==> src/rtl/fb_arb_pkg.sv <==
// fb_arb_pkg: shared constants for the frame-buffer write arbiter.
// Holds the display-mode encodings, default region geometry and the
// drop-counter width, plus the mode-to-camera enable decode.
package fb_arb_pkg;

   localparam logic [1:0] MODE_BOTH   = 2'b00;
   localparam logic [1:0] MODE_CAM0   = 2'b01;
   localparam logic [1:0] MODE_CAM1   = 2'b10;
   localparam logic [1:0] MODE_FREEZE = 2'b11;

   localparam int DEF_REGION_PIXELS = 76800;
   localparam int DEF_CAM1_BASE     = 76800;

   localparam int DROP_CNT_W = 16;

   // Whether camera `cam` is enabled by display mode `mode`.
   function automatic logic mode_live(input logic [1:0] mode, input logic cam);
      logic live;
      case (mode)
         MODE_BOTH:   live = 1'b1;
         MODE_CAM0:   live = ~cam;
         MODE_CAM1:   live = cam;
         MODE_FREEZE: live = 1'b0;
         default:     live = 1'b0;
      endcase
      return live;
   endfunction

endpackage

==> src/rtl/fb_wr_arbiter_skid_fifo.sv <==
// wr_skid_fifo: 2-entry holding buffer of {addr, data} for one camera.
// An entry is written at the push edge but only presented as a valid head
// one cycle later, which gives the scheduler a full cycle of settled data.
// count reflects occupancy immediately and drives the not-full indication.
module wr_skid_fifo
   import fb_arb_pkg::*;
#(
   parameter int AW = 20,
   parameter int DW = 12
) (
   input  logic          clk,
   input  logic          rst_n,
   input  logic          push,
   input  logic          pop,
   input  logic [AW-1:0] wr_addr,
   input  logic [DW-1:0] wr_data,
   output logic [AW-1:0] rd_addr,
   output logic [DW-1:0] rd_data,
   output logic          head_valid,
   output logic [1:0]    count
);

   logic [AW+DW-1:0] ent0_q, ent0_d;
   logic [AW+DW-1:0] ent1_q, ent1_d;
   logic [1:0]       count_q, count_d;
   logic             ripe_q, ripe_d;
   logic             push_ok, pop_ok;

   // Shift-style storage: entry 0 is always the head.
   always_comb begin
      push_ok = push && (count_q != 2'd2);
      pop_ok  = pop && ripe_q;
      ent0_d  = ent0_q;
      ent1_d  = ent1_q;
      count_d = count_q;
      if (pop_ok) begin
         ent0_d  = ent1_q;
         count_d = count_d - 2'd1;
      end
      if (push_ok) begin
         if (count_d == 2'd0) ent0_d = {wr_addr, wr_data};
         else                 ent1_d = {wr_addr, wr_data};
         count_d = count_d + 2'd1;
      end
      // A head that arrived on this very edge is not yet presentable.
      if (count_d == 2'd0)
         ripe_d = 1'b0;
      else if (push_ok && ((count_q == 2'd0) || ((count_q == 2'd1) && pop_ok)))
         ripe_d = 1'b0;
      else
         ripe_d = 1'b1;
   end

   // Storage and occupancy registers.
   always_ff @(posedge clk or negedge rst_n) begin
      if (!rst_n) begin
         ent0_q  <= '0;
         ent1_q  <= '0;
         count_q <= 2'd0;
         ripe_q  <= 1'b0;
      end else begin
         ent0_q  <= ent0_d;
         ent1_q  <= ent1_d;
         count_q <= count_d;
         ripe_q  <= ripe_d;
      end
   end

   assign rd_addr    = ent0_q[AW+DW-1:DW];
   assign rd_data    = ent0_q[DW-1:0];
   assign head_valid = ripe_q;
   assign count      = count_q;

endmodule

==> src/rtl/fb_wr_arbiter.sv <==
// fb_wr_arbiter: shares BRAM write port A between two camera capture paths.
// Per-camera 2-entry buffers are drained round-robin, one write per cycle,
// with each camera's region base added to its local pixel index. The display
// mode is latched per camera at that camera's start of frame.
// Optional feature macro: FB_ARB_DROP_CNT_EN enables the saturating
// per-camera dropped-write counters; otherwise they read as zero.
module fb_wr_arbiter
   import fb_arb_pkg::*;
#(
   parameter int ADDR_W        = 20,
   parameter int DATA_W        = 12,
   parameter int REGION_PIXELS = DEF_REGION_PIXELS,
   parameter int CAM0_BASE     = 0,
   parameter int CAM1_BASE     = DEF_CAM1_BASE
) (
   input  logic                    clk,
   input  logic                    rst_n,
   input  logic [1:0]              mode_sel,
   input  logic [1:0]              sof,
   input  logic [1:0]              req_valid,
   output logic [1:0]              req_ready,
   input  logic [2*ADDR_W-1:0]     req_addr,
   input  logic [2*DATA_W-1:0]     req_data,
   output logic                    bram_we,
   output logic [ADDR_W-1:0]       bram_addr,
   output logic [DATA_W-1:0]       bram_din,
   output logic [1:0]              grant,
   output logic [1:0]              cam_live,
   output logic [DROP_CNT_W-1:0]   drop_cnt0,
   output logic [DROP_CNT_W-1:0]   drop_cnt1
);

   localparam logic [ADDR_W-1:0] REGION_LIM = ADDR_W'(REGION_PIXELS);
   localparam logic [ADDR_W-1:0] BASE0      = ADDR_W'(CAM0_BASE);
   localparam logic [ADDR_W-1:0] BASE1      = ADDR_W'(CAM1_BASE);

   logic [1:0]        cam_live_q, cam_live_d;
   logic [1:0]        fifo_push, fifo_pop, fifo_ready, head_valid, in_range;
   logic [1:0]        fifo_count [2];
   logic [ADDR_W-1:0] in_addr    [2];
   logic [ADDR_W-1:0] head_addr  [2];
   logic [DATA_W-1:0] in_data    [2];
   logic [DATA_W-1:0] head_data  [2];
   logic              last_q, last_d;
   logic              gnt_any, gnt_sel;
   logic              bram_we_q, bram_we_d;
   logic [ADDR_W-1:0] bram_addr_q, bram_addr_d;
   logic [DATA_W-1:0] bram_din_q, bram_din_d;
   logic [1:0]        grant_q, grant_d;

   for (genvar i = 0; i < 2; i++) begin : g_cam
      assign in_addr[i]    = req_addr[i*ADDR_W +: ADDR_W];
      assign in_data[i]    = req_data[i*DATA_W +: DATA_W];
      assign fifo_ready[i] = (fifo_count[i] != 2'd2);

      wr_skid_fifo #(
         .AW (ADDR_W),
         .DW (DATA_W)
      ) u_fifo (
         .clk        (clk),
         .rst_n      (rst_n),
         .push       (fifo_push[i]),
         .pop        (fifo_pop[i]),
         .wr_addr    (in_addr[i]),
         .wr_data    (in_data[i]),
         .rd_addr    (head_addr[i]),
         .rd_data    (head_data[i]),
         .head_valid (head_valid[i]),
         .count      (fifo_count[i])
      );
   end

   // Mode latch: a request coinciding with sof already sees the new enable.
   always_comb begin
      cam_live_d = cam_live_q;
      for (int i = 0; i < 2; i++) begin
         if (sof[i]) cam_live_d[i] = mode_live(mode_sel, 1'(i));
      end
   end

   // Accept only in-range requests from live cameras into a non-full buffer.
   always_comb begin
      for (int i = 0; i < 2; i++) begin
         in_range[i]  = (in_addr[i] < REGION_LIM);
         fifo_push[i] = req_valid[i] && fifo_ready[i] && cam_live_d[i] && in_range[i];
      end
   end

   // Round-robin pick between buffer heads; registered port outputs follow.
   always_comb begin
      gnt_any = 1'b0;
      gnt_sel = 1'b0;
      if (head_valid[0] && head_valid[1]) begin
         gnt_any = 1'b1;
         gnt_sel = ~last_q;
      end else if (head_valid[0]) begin
         gnt_any = 1'b1;
         gnt_sel = 1'b0;
      end else if (head_valid[1]) begin
         gnt_any = 1'b1;
         gnt_sel = 1'b1;
      end
      fifo_pop = 2'b00;
      if (gnt_any) fifo_pop[gnt_sel] = 1'b1;
      last_d      = gnt_any ? gnt_sel : last_q;
      bram_we_d   = gnt_any;
      grant_d     = fifo_pop;
      bram_addr_d = bram_addr_q;
      bram_din_d  = bram_din_q;
      if (gnt_any) begin
         bram_addr_d = head_addr[gnt_sel] + (gnt_sel ? BASE1 : BASE0);
         bram_din_d  = head_data[gnt_sel];
      end
   end

   // Scheduler, mode latch and BRAM port registers.
   always_ff @(posedge clk or negedge rst_n) begin
      if (!rst_n) begin
         cam_live_q  <= 2'b00;
         last_q      <= 1'b1;
         bram_we_q   <= 1'b0;
         bram_addr_q <= '0;
         bram_din_q  <= '0;
         grant_q     <= 2'b00;
      end else begin
         cam_live_q  <= cam_live_d;
         last_q      <= last_d;
         bram_we_q   <= bram_we_d;
         bram_addr_q <= bram_addr_d;
         bram_din_q  <= bram_din_d;
         grant_q     <= grant_d;
      end
   end

   assign req_ready = fifo_ready;
   assign cam_live  = cam_live_q;
   assign bram_we   = bram_we_q;
   assign bram_addr = bram_addr_q;
   assign bram_din  = bram_din_q;
   assign grant     = grant_q;

`ifdef FB_ARB_DROP_CNT_EN
   logic [DROP_CNT_W-1:0] drop_cnt_q [2];
   logic [DROP_CNT_W-1:0] drop_cnt_d [2];
   logic [1:0]            drop_evt;

   // A live camera loses a write when its buffer is full or the index is out of range.
   always_comb begin
      for (int i = 0; i < 2; i++) begin
         drop_evt[i]   = req_valid[i] && cam_live_d[i] && (!fifo_ready[i] || !in_range[i]);
         drop_cnt_d[i] = drop_cnt_q[i];
         if (drop_evt[i] && (drop_cnt_q[i] != '1))
            drop_cnt_d[i] = drop_cnt_q[i] + DROP_CNT_W'(1);
      end
   end

   // Saturating drop counters, cleared only by reset.
   always_ff @(posedge clk or negedge rst_n) begin
      if (!rst_n) begin
         for (int i = 0; i < 2; i++) drop_cnt_q[i] <= '0;
      end else begin
         for (int i = 0; i < 2; i++) drop_cnt_q[i] <= drop_cnt_d[i];
      end
   end

   assign drop_cnt0 = drop_cnt_q[0];
   assign drop_cnt1 = drop_cnt_q[1];
`else
   assign drop_cnt0 = '0;
   assign drop_cnt1 = '0;
`endif

endmodule

==> config.mk <==
export PLATFORM = sky130hd
export DESIGN_NAME = fb_wr_arbiter
export DESIGN_NICKNAME = d
export VERILOG_FILES = /design/src/rtl/fb_arb_pkg.sv /design/src/rtl/fb_wr_arbiter_skid_fifo.sv /design/src/rtl/fb_wr_arbiter.sv
export SDC_FILE = /design/constraint.sdc
export NUM_CORES = 1
export LEC_CHECK = 0
export BUFFER_PORTS_ARGS = -buffer_cell sky130_fd_sc_hd__buf_2
export CORE_MARGIN = 3
export CORE_UTILIZATION = 50
export DETAILED_ROUTE_END_ITERATION = 16
export GPL_TIMING_DRIVEN = 0
export PLACE_DENSITY = 0.75
export SETUP_SLACK_MARGIN = 0.4
export SYNTH_ARGS = -nofsm -noshare
export SYNTH_HDL_FRONTEND = slang
export SYNTH_SLANG_ARGS = --single-unit
==> constraint.sdc <==
create_clock -name clk -period 2.9 [get_ports clk]
set_input_delay 0.435 -clock clk [delete_from_list [all_inputs] [get_ports clk]]
set_output_delay 0.435 -clock clk [all_outputs]
set_load 0.1 [all_outputs]
## Word-level counts from Yosys, hierarchy flattened

Cells that the tools add are included.

- Register bits after elaboration: 172
- Input port bits: 72
- Output and inout port bits: 71

- Add/subtract/negate cells: 5
- Magnitude comparators: 5
- Equality and inequality tests: 7
- Mux-type cells: 33
- Bitwise gates (word level): 4
- Reduce and logical (&&, ||, !) cells: 31

Operators by type and width:

| kind | count |
|---|---|
| $mux W32 | 6 |
| $mux W20 | 3 |
| $lt A20 B17 Y1 const B | 2 |
| $mux W12 | 3 |
| $add A20 B17 Y20 | 1 |
| $mux W17 | 1 |
| $logic_and A1 B1 Y1 | 16 |
| $logic_not A2 Y1 | 7 |
| $mux W1 | 12 |
| $mux W2 | 5 |
| $reduce_or A2 Y1 | 4 |
| $eq A2 B1 Y1 const B | 3 |
| $add A2 B1 Y2 const B | 2 |
| $eq A2 B2 Y1 const B | 2 |
| $ne A2 B2 Y1 const B | 2 |
| $pmux W1 S2 | 2 |
| $reduce_and A2 Y1 | 2 |
| $sub A2 B1 Y2 const B | 2 |
| $not A1 Y1 | 3 |
| $ge A2 B2 Y1 const B | 1 |
| $logic_or A1 B1 Y1 | 2 |
| $lt A1 B2 Y1 const B | 1 |
| $not A1 Y2 | 1 |
| $demux W1 S1 | 1 |
| $ge A1 B1 Y1 const B | 1 |

## Logic depth before layout (Yosys ltp)

Gate-level depths: netlist of the first run.

- Depth in word-level cells: 14
- Gate-level depth with buffers: 12
- Depth with buffers taken out: 9

## Modules after synthesis

Synthesis of the first run repeated with hierarchy kept, for this count alone.

- Cells, all modules: 703
- Area, all modules: 8,388.0 µm²

Modules (own cells, without submodules):

| module | times used | cells each | area an instance (µm²) | seq. area each (µm²) |
|---|---|---|---|---|
| wr_skid_fifo at g_cam[0].u_fifo | 1 | 231 | 3,118.0 | 1,676.6 |
| wr_skid_fifo at g_cam[1].u_fifo | 1 | 231 | 3,114.2 | 1,676.6 |
| fb_wr_arbiter | 1 | 241 | 2,155.8 | 952.2 |

## Least setup slack after synthesis of the first run

No wires, ideal clock.

- Path kind: register to register
- From: reg g_cam[1].u_fifo.ripe_q
- To: reg g_cam[0].u_fifo.ent1_q[22]
- Arrival time: 2.753 ns
- Required time: 2.772 ns
- Slack: 0.019 ns
- Stages on the path, launching flop included: 12
- Buffers on the path: 5
- Cell sequence: dfrtp_1 buf_2 inv_1 o21ai_1 buf_2 buf_1 a21oi_1 ha_1 or4_1 buf_2 buf_2 mux2_1

- Word-level cells in the longest chain between the ends: 13
- Elaborated cells on any way between the ends: 17
- Classes of those cells: 2 x order compare; 9 x mux; 1 x bitwise; 5 x reduce/logical

Ends and longest elaborated chain:

| element | RTL line | RTL |
|---|---|---|
| start: declaration | fb_wr_arbiter_skid_fifo.sv:26 | `logic ripe_q, ripe_d;` |
| start signal: assignment | fb_wr_arbiter_skid_fifo.sv:65 | `ripe_q <= ripe_d;` |
| $mux W1 | fb_wr_arbiter.sv:99 | `end else if (head_valid[1]) begin` |
| $mux W1 | fb_wr_arbiter.sv:96 | `end else if (head_valid[0]) begin` |
| $mux W1 | fb_wr_arbiter.sv:93 | `if (head_valid[0] && head_valid[1]) begin` |
| $lt A1 B2 Y1 (implied by the code) / $ge A1 B1 Y1 (equally long branches) | fb_wr_arbiter.sv:104 | `if (gnt_any) fifo_pop[gnt_sel] = 1'b1;` |
| $logic_and A1 B1 Y1 (implied by the code) | fb_wr_arbiter.sv:104 |  |
| $mux W1 (implied by the code) | fb_wr_arbiter.sv:104 |  |
| $demux W1 S1 | fb_wr_arbiter.sv:104 |  |
| $mux W2 * | fb_wr_arbiter.sv:104 |  |
| $logic_and A1 B1 Y1 * | fb_wr_arbiter_skid_fifo.sv:32 | `pop_ok = pop && ripe_q;` |
| $mux W2 * | fb_wr_arbiter_skid_fifo.sv:36 | `if (pop_ok) begin` |
| $logic_not A2 Y1 * | fb_wr_arbiter_skid_fifo.sv:41 | `if (count_d == 2'd0) ent0_d = {wr_addr, wr_data};` |
| $not A1 Y1 (no source line) * | - |  |
| $reduce_and A2 Y1 (no source line) * | - |  |
| end signal: assignment | fb_wr_arbiter_skid_fifo.sv:63 | `ent1_q <= ent1_d;` |
| end: declaration | fb_wr_arbiter_skid_fifo.sv:24 | `logic [AW+DW-1:0] ent1_q, ent1_d;` |

Every way passes the cells marked *; elsewhere a longest branch is shown, timed or not.
A chain may end at the register's enable or synchronous reset.

## Final worst setup path of the first run

- From: reg last_q
- To: reg bram_addr_q[18] (netlist: bram_addr[18])

- Word-level cells in the longest chain between the ends: 7
- Elaborated cells on any way between the ends: 8
- Classes of those cells: 1 x add/sub; 5 x mux; 2 x bitwise

Ends and longest elaborated chain:

| element | RTL line | RTL |
|---|---|---|
| start: declaration | fb_wr_arbiter.sv:44 | `logic last_q, last_d;` |
| start signal: assignment | fb_wr_arbiter.sv:127 | `last_q <= last_d;` |
| $not A1 Y1 * | fb_wr_arbiter.sv:95 | `gnt_sel = ~last_q;` |
| $mux W1 * | fb_wr_arbiter.sv:93 |  |
| $not A1 Y2 (implied by the code) | fb_wr_arbiter.sv:111 | `bram_addr_d = head_addr[gnt_sel] + (gnt_sel ? BASE1 : BASE0);` |
| $mux W20 (implied by the code) (3 in series) | fb_wr_arbiter.sv:111 |  |
| $add A20 B17 Y20 * | fb_wr_arbiter.sv:111 |  |
| end signal: assignment | fb_wr_arbiter.sv:129 | `bram_addr_q <= bram_addr_d;` |
| end: declaration | fb_wr_arbiter.sv:47 | `logic [ADDR_W-1:0] bram_addr_q, bram_addr_d;` |

Every way passes the cells marked *; elsewhere a longest branch is shown, timed or not. The select of a mux whose other input is x is not followed.

==> run_results.csv, run 1 <==
group,metric,value,unit
routing,vias_per_cell,5.09,
floorplan,die_x,134,µm
yosys,avgSynthCellArea,11.1,µm²
worst_setup_path,startpoint_type,"flip-flop",
cells_and_area,final_cell_mix,"169 x dfrtp_1, 110 x buf_2, 88 x nor2_1, 61 x mux2i_1",
yosys,netlist_area,8160,µm²
yosys,ys_seq_area_share,52.8,%
power,irDropWorstVdd,700,µV
job,maxCapViolations,0,
sta,hold_ws,-0.00314,ns
routing,wl,18.9,mm
sta,finalHoldViolCount,2,
yosys,yosysWarnings,0,
sta,rsz0062_at_grt,"true",
worst_setup_path,cp.arrival,2.83,ns
yosys,netlist_instances,733,
routing,first_pass_iters,5,
grt,grt-ovfl-total,0,
worst_setup_path,worst-path-stages,12,
worst_setup_path,worstPathRequired,3.24,ns
worst_setup_path,crit_start,"last_q",
grt,grt_pass1_vias,5899,
worst_setup_path,slowest_stage,"dfstp_2",
sta,slew_viol_final,0,
sta,fmax,0.403,GHz
cells_and_area,area_growth,26.6,%
yosys,synth-seq-cells,172,
worst_setup_path,crit_chain,"buf_4 -> a21bo_4 -> inv_2 -> buf_6 -> buf_8 -> and2_4 -> ha_2 -> o21a_1 -> o2111ai_2 -> o32a_1 -> nor2_1 -> a211oi_2",
routing,drcViolationCount,0,
power,power_density,1250,nW/µm²
routing,drt_iter0_markers,477,
floorplan,fp.coreArea,15900,µm²
cts,cts_hold_buf,0,
yosys,async_reset_ff_share,100,%
worst_setup_path,max_stage_delay,0.55,ns
worst_setup_path,critPathKind,"flip-flop to flip-flop",
cts,clk_path_buf_depth,2,
worst_setup_path,critPathMaxFanout,6,
sta,period_share,85.6,%
cts,cts_tree,"done",
grt,grt_max_degree,89,
worst_setup_path,worstSetupEndpointType,"flip-flop",
sta,final.setup.tns,0,ns
worst_setup_path,r2r_setup_slack,0.42,ns
floorplan,die-area,17900,µm²
sta,finalSetupViolCount,0,
run_status,status,"complete, but fails checks",
sta,worst_clock_skew,0.00584,ns
sta,layout_min_cycle_time,2.48,ns
routing,vias,5847,
cts,clock_sinks,172,
routing,ant_nets,0,
cts,insertion_delay,0.43,ns
cells_and_area,drive_above_1_share,34.4,%
floorplan,num_rows,46,
run_status,violations,"negative hold slack",
worst_setup_path,critPathCapture,"bram_addr[18]",
cells_and_area,final_nets,1000,
yosys,synthFlopType,"dfrtp_1",
floorplan,io-pin-count,143,
yosys,synth_cell_type_count,42,
cts,cts_buffers,17,
routing,wire_per_inst,16.5,µm
hold_path,min_path_type,"primary input to async pin",
cts,clkTransAtPathRegs,0.06,ns
grt,grt_pass1_wl,30.5,mm
cells_and_area,layout_commonest_cell,"dfrtp_1",
sta,worst_pin_slew,0.810,ns
placed_design,port_buffers,110,
sta,slew_headroom,46.0,%
grt,antenna_found_initial,1,
cts,h-tree-depth,4,
grt,grt_usage,21.3,%
cts,cts-root-buf,"clkbuf_16",
floorplan,die_y,134,µm
worst_setup_path,rr_worst_depth,12,
placed_design,finalWeightedCongestion,0.796,
worst_setup_path,reg2reg_to,"bram_addr[18]",
floorplan,start_util,51.2,%
worst_setup_path,worstReg2RegStart,"last_q",
worst_setup_path,crit_family,"compound AO/OA/AOI/OAI gates",
power,p_leak,5.29,nW
worst_setup_path,path_buf_inv,4,
yosys,synth_edf_count,0,
power,p_total,12.9,mW
placed_design,hpwl,12.8,mm
## kinds of logic (layout without fill, tap and decap cells)
family	after synthesis	after routing	share of synthesized area, %
AO/OA/AOI/OAI	134	134	9.66
XOR/XNOR	12	12	1.29
flip-flops	172	172	52.8
other	1	33	0.0460
multiplexers	142	142	19.9
adder cells (fa/ha/maj)	9	9	1.38
buffers and inverters	94	262	6.39
AND/OR/NAND/NOR	169	169	8.56
## area by class of cell
type                       instances  area (µm²)
multi-input combinational        498        3610
antenna                            1        2.50
tap                              216         270
buffer                            73         602
clock buffer                      21         460
clock inverter                    11         166
fill                            1218        5610
inverter                          21        88.8
timing repair buffer             136         821
sequential                       172        4310
## repair_timing
| item | 4_1_cts | 5_1_grt |
|---|---|---|
| setup endpoints to repair | 126 | 108 |
| setup buffers | 12 | 11 |
| hold endpoints to repair | 0 | 0 |
| pin swaps | 5 | 8 |
| gates cloned | 1 | 1 |
| gates resized for setup | 59 | 40 |
## flip-flops by register name (all words and copies together), names as in the netlist
signal and flops:
g_cam.u_fifo.ent0_q 64, grant 2, g_cam.u_fifo.ent1_q 64, last_q 1, g_cam.u_fifo.head_valid 2, bram_we 1
bram_addr 20, bram_din 12, g_cam.u_fifo.count 4, cam_live 2
## synth_stat cells (all sizes together), types with 2 or more instances
cell	number	share of area (%)
a211oi	3	0.34
a21boi	5	0.46
and2	8	0.61
clkbuf	20	0.92
mux2	81	12
nor3	3	0.18
nor2	89	4.1
nand2	56	2.6
mux2i	61	7.5
o2111ai	2	0.21
nand2b	2	0.15
and3	3	0.23
a21oi	49	3.0
inv	21	0.97
a21o	2	0.18
xor2	2	0.21
nand4	5	0.38
ha	9	1.4
a211o	2	0.21
xnor2	10	1.1
o21ai	42	2.6
dfrtp	171	52
o22ai	23	1.8
buf	53	4.5
## per-layer routing
layer / global-route usage (%) / share of wire (%) / vias to the layer above
met5: 0 / 0.037 / -
met2: 33.1 / 47 / 154
li1: - / - / 2830
met3: 4.65 / 4.6 / 35
met1: 29.2 / 45 / 2826
met4: 9.09 / 2.7 / 2
## where the power goes
group          total [mW]  internal (mW)  switching, mW
Clock                2.43           1.48          0.941
Combinational        6.48           2.42           4.05
Sequential           4.00           3.38          0.624
Total                12.9           7.28           5.62
## worst min path at each step
stage                        startpoint                   endpoint  slack (ns)  cells past startpoint
after floorplan                   rst_n               bram_addr[0]        0.14                      0
after global placement    bram_addr[11]              bram_addr[11]        0.45                      2
after detailed placement  bram_addr[11]              bram_addr[11]        0.45                      2
after CTS                         rst_n  g_cam[0].u_fifo.ent0_q[9]        0.02                      1
after global routing              rst_n  g_cam[0].u_fifo.ent1_q[9]        0.03                      1
final                             rst_n  g_cam[0].u_fifo.ent1_q[9]      -0.003                      1
## stage by stage
| stage | std cells | worst slack [ns] | instance area [µm²] | util [%] |
|---|---|---|---|---|
| floorplan | 764 | 0.361 | 8300 | - |
| global placement | 1090 | -1.31 | 9120 | 57.2 |
| detailed placement | 1091 | -0.0963 | 9150 | 57.4 |
| CTS | 1136 | 0.363 | 10100 | 63.2 |
| global route | 1148 | 0.307 | 10300 | 64.8 |
| finish | 1149 | 0.418 | 10300 | 64.8 |
No activity file was read; power rests on OpenSTA's default activity.
==> inputs of run 2 (changes only) <==
REMOVE_ABC_BUFFERS = 1   (was unset)
==> run_results.csv, run 2 (same netlist as run 1, synthesis figures left out) <==
group,metric,value,unit
run_status,status,"complete, but fails checks",
run_status,violations,"negative hold slack",
worst_setup_path,r2r_setup_slack,0.40,ns
worst_setup_path,worst-path-stages,8,
worst_setup_path,crit_chain,"a21bo_4 -> buf_4 -> nor2_1 -> a21oi_2 -> ha_1 -> a2111o_2 -> buf_12 -> mux2_4",
grt,grt_usage,21.5,%
worst_setup_path,worstPathRequired,3.20,ns
cts,clock_sinks,172,
worst_setup_path,path_buf_inv,2,
sta,finalHoldViolCount,25,
grt,grt_max_degree,99,
worst_setup_path,rr_worst_depth,8,
power,irDropWorstVdd,740,µV
cells_and_area,final.fill_count,1321,
worst_setup_path,critPathMaxFanout,25,
worst_setup_path,crit_start,"g_cam[0].u_fifo.head_valid",
cts,cts_tree,"done",
cts,insertion_delay,0.42,ns
cells_and_area,final_nets,942,
sta,rsz0062_at_grt,"true",
routing,drt_iter0_markers,421,
cts,cts-root-buf,"clkbuf_16",
power,comb_power_share,50.0,%
routing,wire_per_inst,17.7,µm
floorplan,io-pin-count,143,
cells_and_area,area_growth,21.2,%
cells_and_area,final_cell_mix,"168 x dfrtp_1, 109 x buf_2, 88 x nor2_1, 61 x mux2i_1, 56 x nand2_1",
cts,cts_buffers,17,
power,power.net_switching,5.61,mW
routing,drcViolationCount,0,
routing,vias,5715,
sta,final.setup.tns,0,ns
worst_setup_path,worstSetupEndpointType,"flip-flop",
cells_and_area,fin_util,62.0,%
cts,cts_hold_buf,0,
worst_setup_path,critPathKind,"flip-flop to flip-flop",
worst_setup_path,critPathCapture,"g_cam[1].u_fifo.ent1_q[0]",
placed_design,hpwl,10.7,mm
worst_setup_path,startpoint_type,"flip-flop",
job,maxCapViolations,0,
routing,first_pass_iters,7,
grt,grt_pass1_wl,29.9,mm
hold_path,min_path_type,"primary input to async pin",
placed_design,finalWeightedCongestion,0.725,
floorplan,start_util,51.2,%
cts,clkTransAtPathRegs,0.06,ns
sta,worst_pin_slew,1.04,ns
routing,vias_per_cell,5.24,
sta,period_share,86.1,%
power,p_seq_share,31.4,%
sta,slew_viol_final,0,
power,p_leak,4.97,nW
cells_and_area,drive_above_1_share,30.1,%
sta,slew_headroom,30.3,%
worst_setup_path,max_stage_delay,0.52,ns
placed_design,port_buffers,110,
power,p_total,12.7,mW
floorplan,die-area,17900,µm²
cells_and_area,layout_commonest_cell,"dfrtp_1",
worst_setup_path,cp.arrival,2.80,ns
worst_setup_path,worstReg2RegStart,"g_cam[0].u_fifo.head_valid",
routing,wl,19.4,mm
worst_setup_path,crit_family,"compound AO/OA/AOI/OAI gates",
power,pwr-share-clk,18.6,%
power,internal-power,7.08,mW
grt,grt_pass1_vias,5431,
sta,fmax,0.400,GHz
sta,finalSetupViolCount,0,
routing,ant_nets,0,
grt,grt-ovfl-total,0,
worst_setup_path,slowest_stage,"dfrtp_4",
cts,h-tree-depth,4,
floorplan,die_y,134,µm
sta,worst_clock_skew,0.0100,ns
floorplan,die_x,134,µm
power,power_density,1280,nW/µm²
worst_setup_path,reg2reg_to,"g_cam[1].u_fifo.ent1_q[0]",
floorplan,fp.coreArea,15900,µm²
cts,clk_path_buf_depth,2,
grt,antenna_found_initial,1,
power,power.share.switching,44.2,%
floorplan,num_rows,46,
sta,layout_min_cycle_time,2.50,ns
sta,hold_ws,-0.0298,ns
run 2: routing by layer:
metal | global-route usage (%) | wire length, µm | vias up
met5 | 0 | 13 | -
met3 | 4.08 | 879 | 21
li1 | - | - | 2742
met4 | 6.40 | 255 | 2
met2 | 33.0 | 9100 | 144
met1 | 31.3 | 9110 | 2806
run 2: timing repair:
item	CTS	global route
resized for setup	16	17
gates cloned	8	0
endpoints found under the hold margin	0	0
setup buffers	19	6
setup endpoints to repair	168	75
pin swaps	6	8
run 2: per-stage QoR:
| stage | area (µm²) | setup WS [ns] | hold slack, ns | cells |
|---|---|---|---|---|
| 6_report | 9890 | 0.403 | -0.0298 | 1091 |
| 5_1_grt | 9890 | 0.325 | 0.00667 | 1090 |
| 4_1_cts | 9770 | 0.402 | 0.000135 | 1084 |
| 3_5_place_dp | 8850 | -1.75 | 0.452 | 1025 |
| 3_3_place_gp | 8650 | -6.44 | 0.460 | 1017 |
| 2_1_floorplan | 7830 | -3.02 | 0.139 | 691 |
run 2: layout make-up:
cell class	count	area, µm²	share of cell area [%]
diodes	1	2.50	0.0253
clock buffers	23	478	4.83
clock inverters	9	134	1.35
inverters	21	88.8	0.898
multi-input cells	504	3650	36.9
flip-flops and latches	172	4310	43.6
well taps	216	270	2.73
repair buffers	144	945	9.55
repair inverters	1	5.00	0.0506
run 2: power by group through the flow:
stage / Sequential (mW) / Combinational, mW / Clock, mW
finish: 3.99 / 6.34 / 2.36
global route: 4.11 / 6.78 / 2.50
CTS: 3.97 / 6.18 / 2.40
detailed placement: 4.11 / 5.49 / 0
global placement: 4.06 / 5.34 / 0
floorplan: 5.47 / 2.93 / 0
run 2: how the worst min path moves through the flow:
stage | endpoint | cells past startpoint | slack [ns] | start
after global routing | g_cam[1].u_fifo.ent0_q[13] | 1 | 0.007 | rst_n
final | g_cam[1].u_fifo.ent0_q[13] | 1 | -0.03 | rst_n
after global placement | bram_addr[11] | 2 | 0.46 | bram_addr[11]
after CTS | g_cam[1].u_fifo.ent0_q[13] | 1 | 0.0001 | rst_n
after floorplan | bram_addr[0] | 0 | 0.14 | rst_n
after detailed placement | g_cam[1].u_fifo.ent0_q[13] | 1 | 0.45 | rst_n
run 2: worst register-to-register path, cell delays in order, from the launching register on:
cell,delay (ns)
dfrtp_4,0.52
a21bo_4,0.27
buf_4,0.15
nor2_1,0.11
a21oi_2,0.06
ha_1,0.21
a2111o_2,0.50
buf_12,0.20
mux2_4,0.35
==> inputs of run 3 (changes only) <==
PLACE_DENSITY = 0.74   (was 0.75)
==> run_results.csv, run 3 (same netlist as run 1, synthesis figures left out) <==
group,metric,value,unit
cells_and_area,diodes,0,
grt,grt_max_degree,125,
sta,slew_headroom,31.9,%
floorplan,die-area,17900,µm²
placed_design,port_buffers,110,
cts,clock_sinks,172,
cells_and_area,drive_above_1_share,29.4,%
routing,vias,5815,
worst_setup_path,path_buf_inv,1,
routing,ant_nets,0,
floorplan,io-pin-count,143,
routing,drcViolationCount,0,
worst_setup_path,worst-path-stages,9,
power,pwr-share-clk,17.7,%
cells_and_area,stdcell_count,1093,
sta,slew_viol_final,0,
sta,worst_clock_skew,0.00962,ns
worst_setup_path,critPathKind,"flip-flop to flip-flop",
cts,cts_tree,"done",
placed_design,hpwl,11.1,mm
power,power.net_switching,5.61,mW
worst_setup_path,r2r_setup_slack,0.41,ns
worst_setup_path,startpoint_type,"flip-flop",
sta,hold_ws,0.232,ns
cells_and_area,final_area,9840,µm²
power,p_total,12.5,mW
worst_setup_path,critPathMaxFanout,10,
cts,cts-root-buf,"clkbuf_16",
cells_and_area,layout_commonest_cell,"dfrtp_1",
cells_and_area,area_growth,20.6,%
power,p_seq_share,31.9,%
worst_setup_path,rr_worst_depth,9,
placed_design,finalWeightedCongestion,0.742,
cts,h-tree-depth,4,
cells_and_area,final_nets,946,
hold_path,hp-start,"req_addr[24]",
power,power_density,1270,nW/µm²
hold_path,whs_endpoint,"g_cam[1].u_fifo.ent0_q[16]",
cts,clk_path_buf_depth,2,
worst_setup_path,max_stage_delay,0.52,ns
floorplan,die_x,134,µm
sta,rsz0062_at_grt,"true",
job,maxCapViolations,0,
sta,fmax,0.402,GHz
hold_path,hold_depth,3,
worst_setup_path,worstReg2RegStart,"g_cam[0].u_fifo.head_valid",
cts,cts_buffers,17,
worst_setup_path,crit_family,"compound AO/OA/AOI/OAI gates",
hold_path,min_path_type,"primary input to flip-flop",
floorplan,num_rows,46,
power,irDropWorstVdd,633,µV
routing,drt_iter0_markers,385,
floorplan,start_util,51.2,%
grt,grt_pass1_wl,30.5,mm
power,p_leak,4.95,nW
sta,layout_min_cycle_time,2.49,ns
worst_setup_path,worstPathRequired,3.19,ns
routing,wire_per_inst,17.9,µm
power,internal-power,6.84,mW
power,power.share.switching,45.0,%
routing,vias_per_cell,5.32,
worst_setup_path,slowest_stage,"dfrtp_4",
floorplan,fp.coreArea,15900,µm²
worst_setup_path,reg2reg_to,"bram_addr[18]",
worst_setup_path,crit_chain,"a21bo_4 -> buf_4 -> o21ai_0 -> ha_2 -> o21a_1 -> o2111ai_2 -> o32a_1 -> nor2_1 -> a211oi_2",
sta,worst_slack,0.413,ns
routing,wl,19.6,mm
routing,first_pass_iters,5,
floorplan,die_y,134,µm
placed_design,place_ws,-2.21,ns
sta,finalSetupViolCount,0,
worst_setup_path,cp.arrival,2.77,ns
cells_and_area,final_cell_mix,"169 x dfrtp_1, 109 x buf_2, 88 x nor2_1, 61 x mux2i_1, 56 x nand2_1",
grt,grt_usage,21.9,%
power,comb_power_share,50.4,%
run_status,status,"completed",
cts,insertion_delay,0.42,ns
grt,grt-ovfl-total,0,
sta,worst_pin_slew,1.02,ns
grt,antenna_found_initial,0,
grt,grt_pass1_vias,5726,
placed_design,placed_cells,1025,
sta,period_share,85.8,%
placed_design,dpl-instance-area,8860,µm²
worst_setup_path,worstSetupEndpointType,"flip-flop",
cells_and_area,final.fill_count,1318,
cts,clkTransAtPathRegs,0.06,ns
sta,finalHoldViolCount,0,
-- run 3: cell count changes in the layout (fill, tap and decap cells not counted), sizes merged --
cell	change
a21bo	-1
buf	+3
bufbuf	-1
bufinv	-1
clkbuf	-1
clkinvlp	+1
diode	-1
dlygate4sd3	+1
inv	+1
o21ai	+1
-- run 3: worst reg2reg max path, delay by kind of cell (launching register included) --
kind,cells,cell delay [ns]
AOI/OAI and AO/OA,6,1.24
DFF,1,0.52
adders and majority gates,1,0.23
buffers and inverters,1,0.20
and+or+nand+nor,1,0.17
-- run 3: routing by layer --
layer	GRT usage, %	part of all wire, %	wire, µm	up-vias
met5	0	0	0	-
met4	6.29	1.3	252	0
met3	3.63	4.7	927	21
met2	35.5	49	9590	156
met1	30.6	45	8790	2903
li1	-	-	-	2735
-- run 3: how the worst max path moves through the flow --
stage / slack [ns] / endpoint / start
after detailed placement: -2.21 / g_cam[0].u_fifo.ent1_q[2] / g_cam[1].u_fifo.head_valid
after global routing: 0.32 / bram_addr[18] / g_cam[0].u_fifo.head_valid
after floorplan: -3.02 / g_cam[0].u_fifo.ent0_q[0] / g_cam[1].u_fifo.head_valid
after global placement: -6.33 / g_cam[0].u_fifo.ent0_q[23] / g_cam[1].u_fifo.head_valid
after CTS: 0.43 / g_cam[1].u_fifo.ent0_q[1] / g_cam[0].u_fifo.head_valid
final: 0.41 / bram_addr[18] / g_cam[0].u_fifo.head_valid
-- run 3: cell type report --
type,count,area [µm²],share of cell area (%)
Clock buffer,21,440,4.48
Sequential cell,172,4310,43.8
Clock inverter,10,116,1.18
Multi-Input combinational cell,504,3620,36.8
Timing Repair inverter,1,5.00,0.0509
Timing Repair Buffer,148,990,10.1
Inverter,21,86.3,0.877
Tap cell,216,270,2.75
-- run 3: repair_timing --
action / 4_1_cts / 5_1_grt
hold buffers: 1 / 0
gates resized for setup: 13 / 9
setup buffers: 22 / 6
pin swaps: 9 / 10
endpoints found under the setup margin: 168 / 95
hold endpoints to repair: 48 / 0
gates cloned: 7 / 1
-- run 3: power groups by stage --
stage | sequential (mW) | combinational (mW) | clock (mW)
global route | 4.09 | 6.71 | 2.34
finish | 3.97 | 6.28 | 2.21
detailed placement | 4.10 | 5.54 | 0
CTS | 3.96 | 6.14 | 2.23
floorplan | 5.47 | 2.93 | 0
global placement | 4.05 | 5.35 | 0
-- run 3: stage by stage --
stage	utilization (%)	setup TNS [ns]
after detailed placement	55.6	-201.87
after global placement	54.3	-857.90
after floorplan	-	-294.51
after global routing	61.7	0
final	61.7	0
after CTS	60.9	0
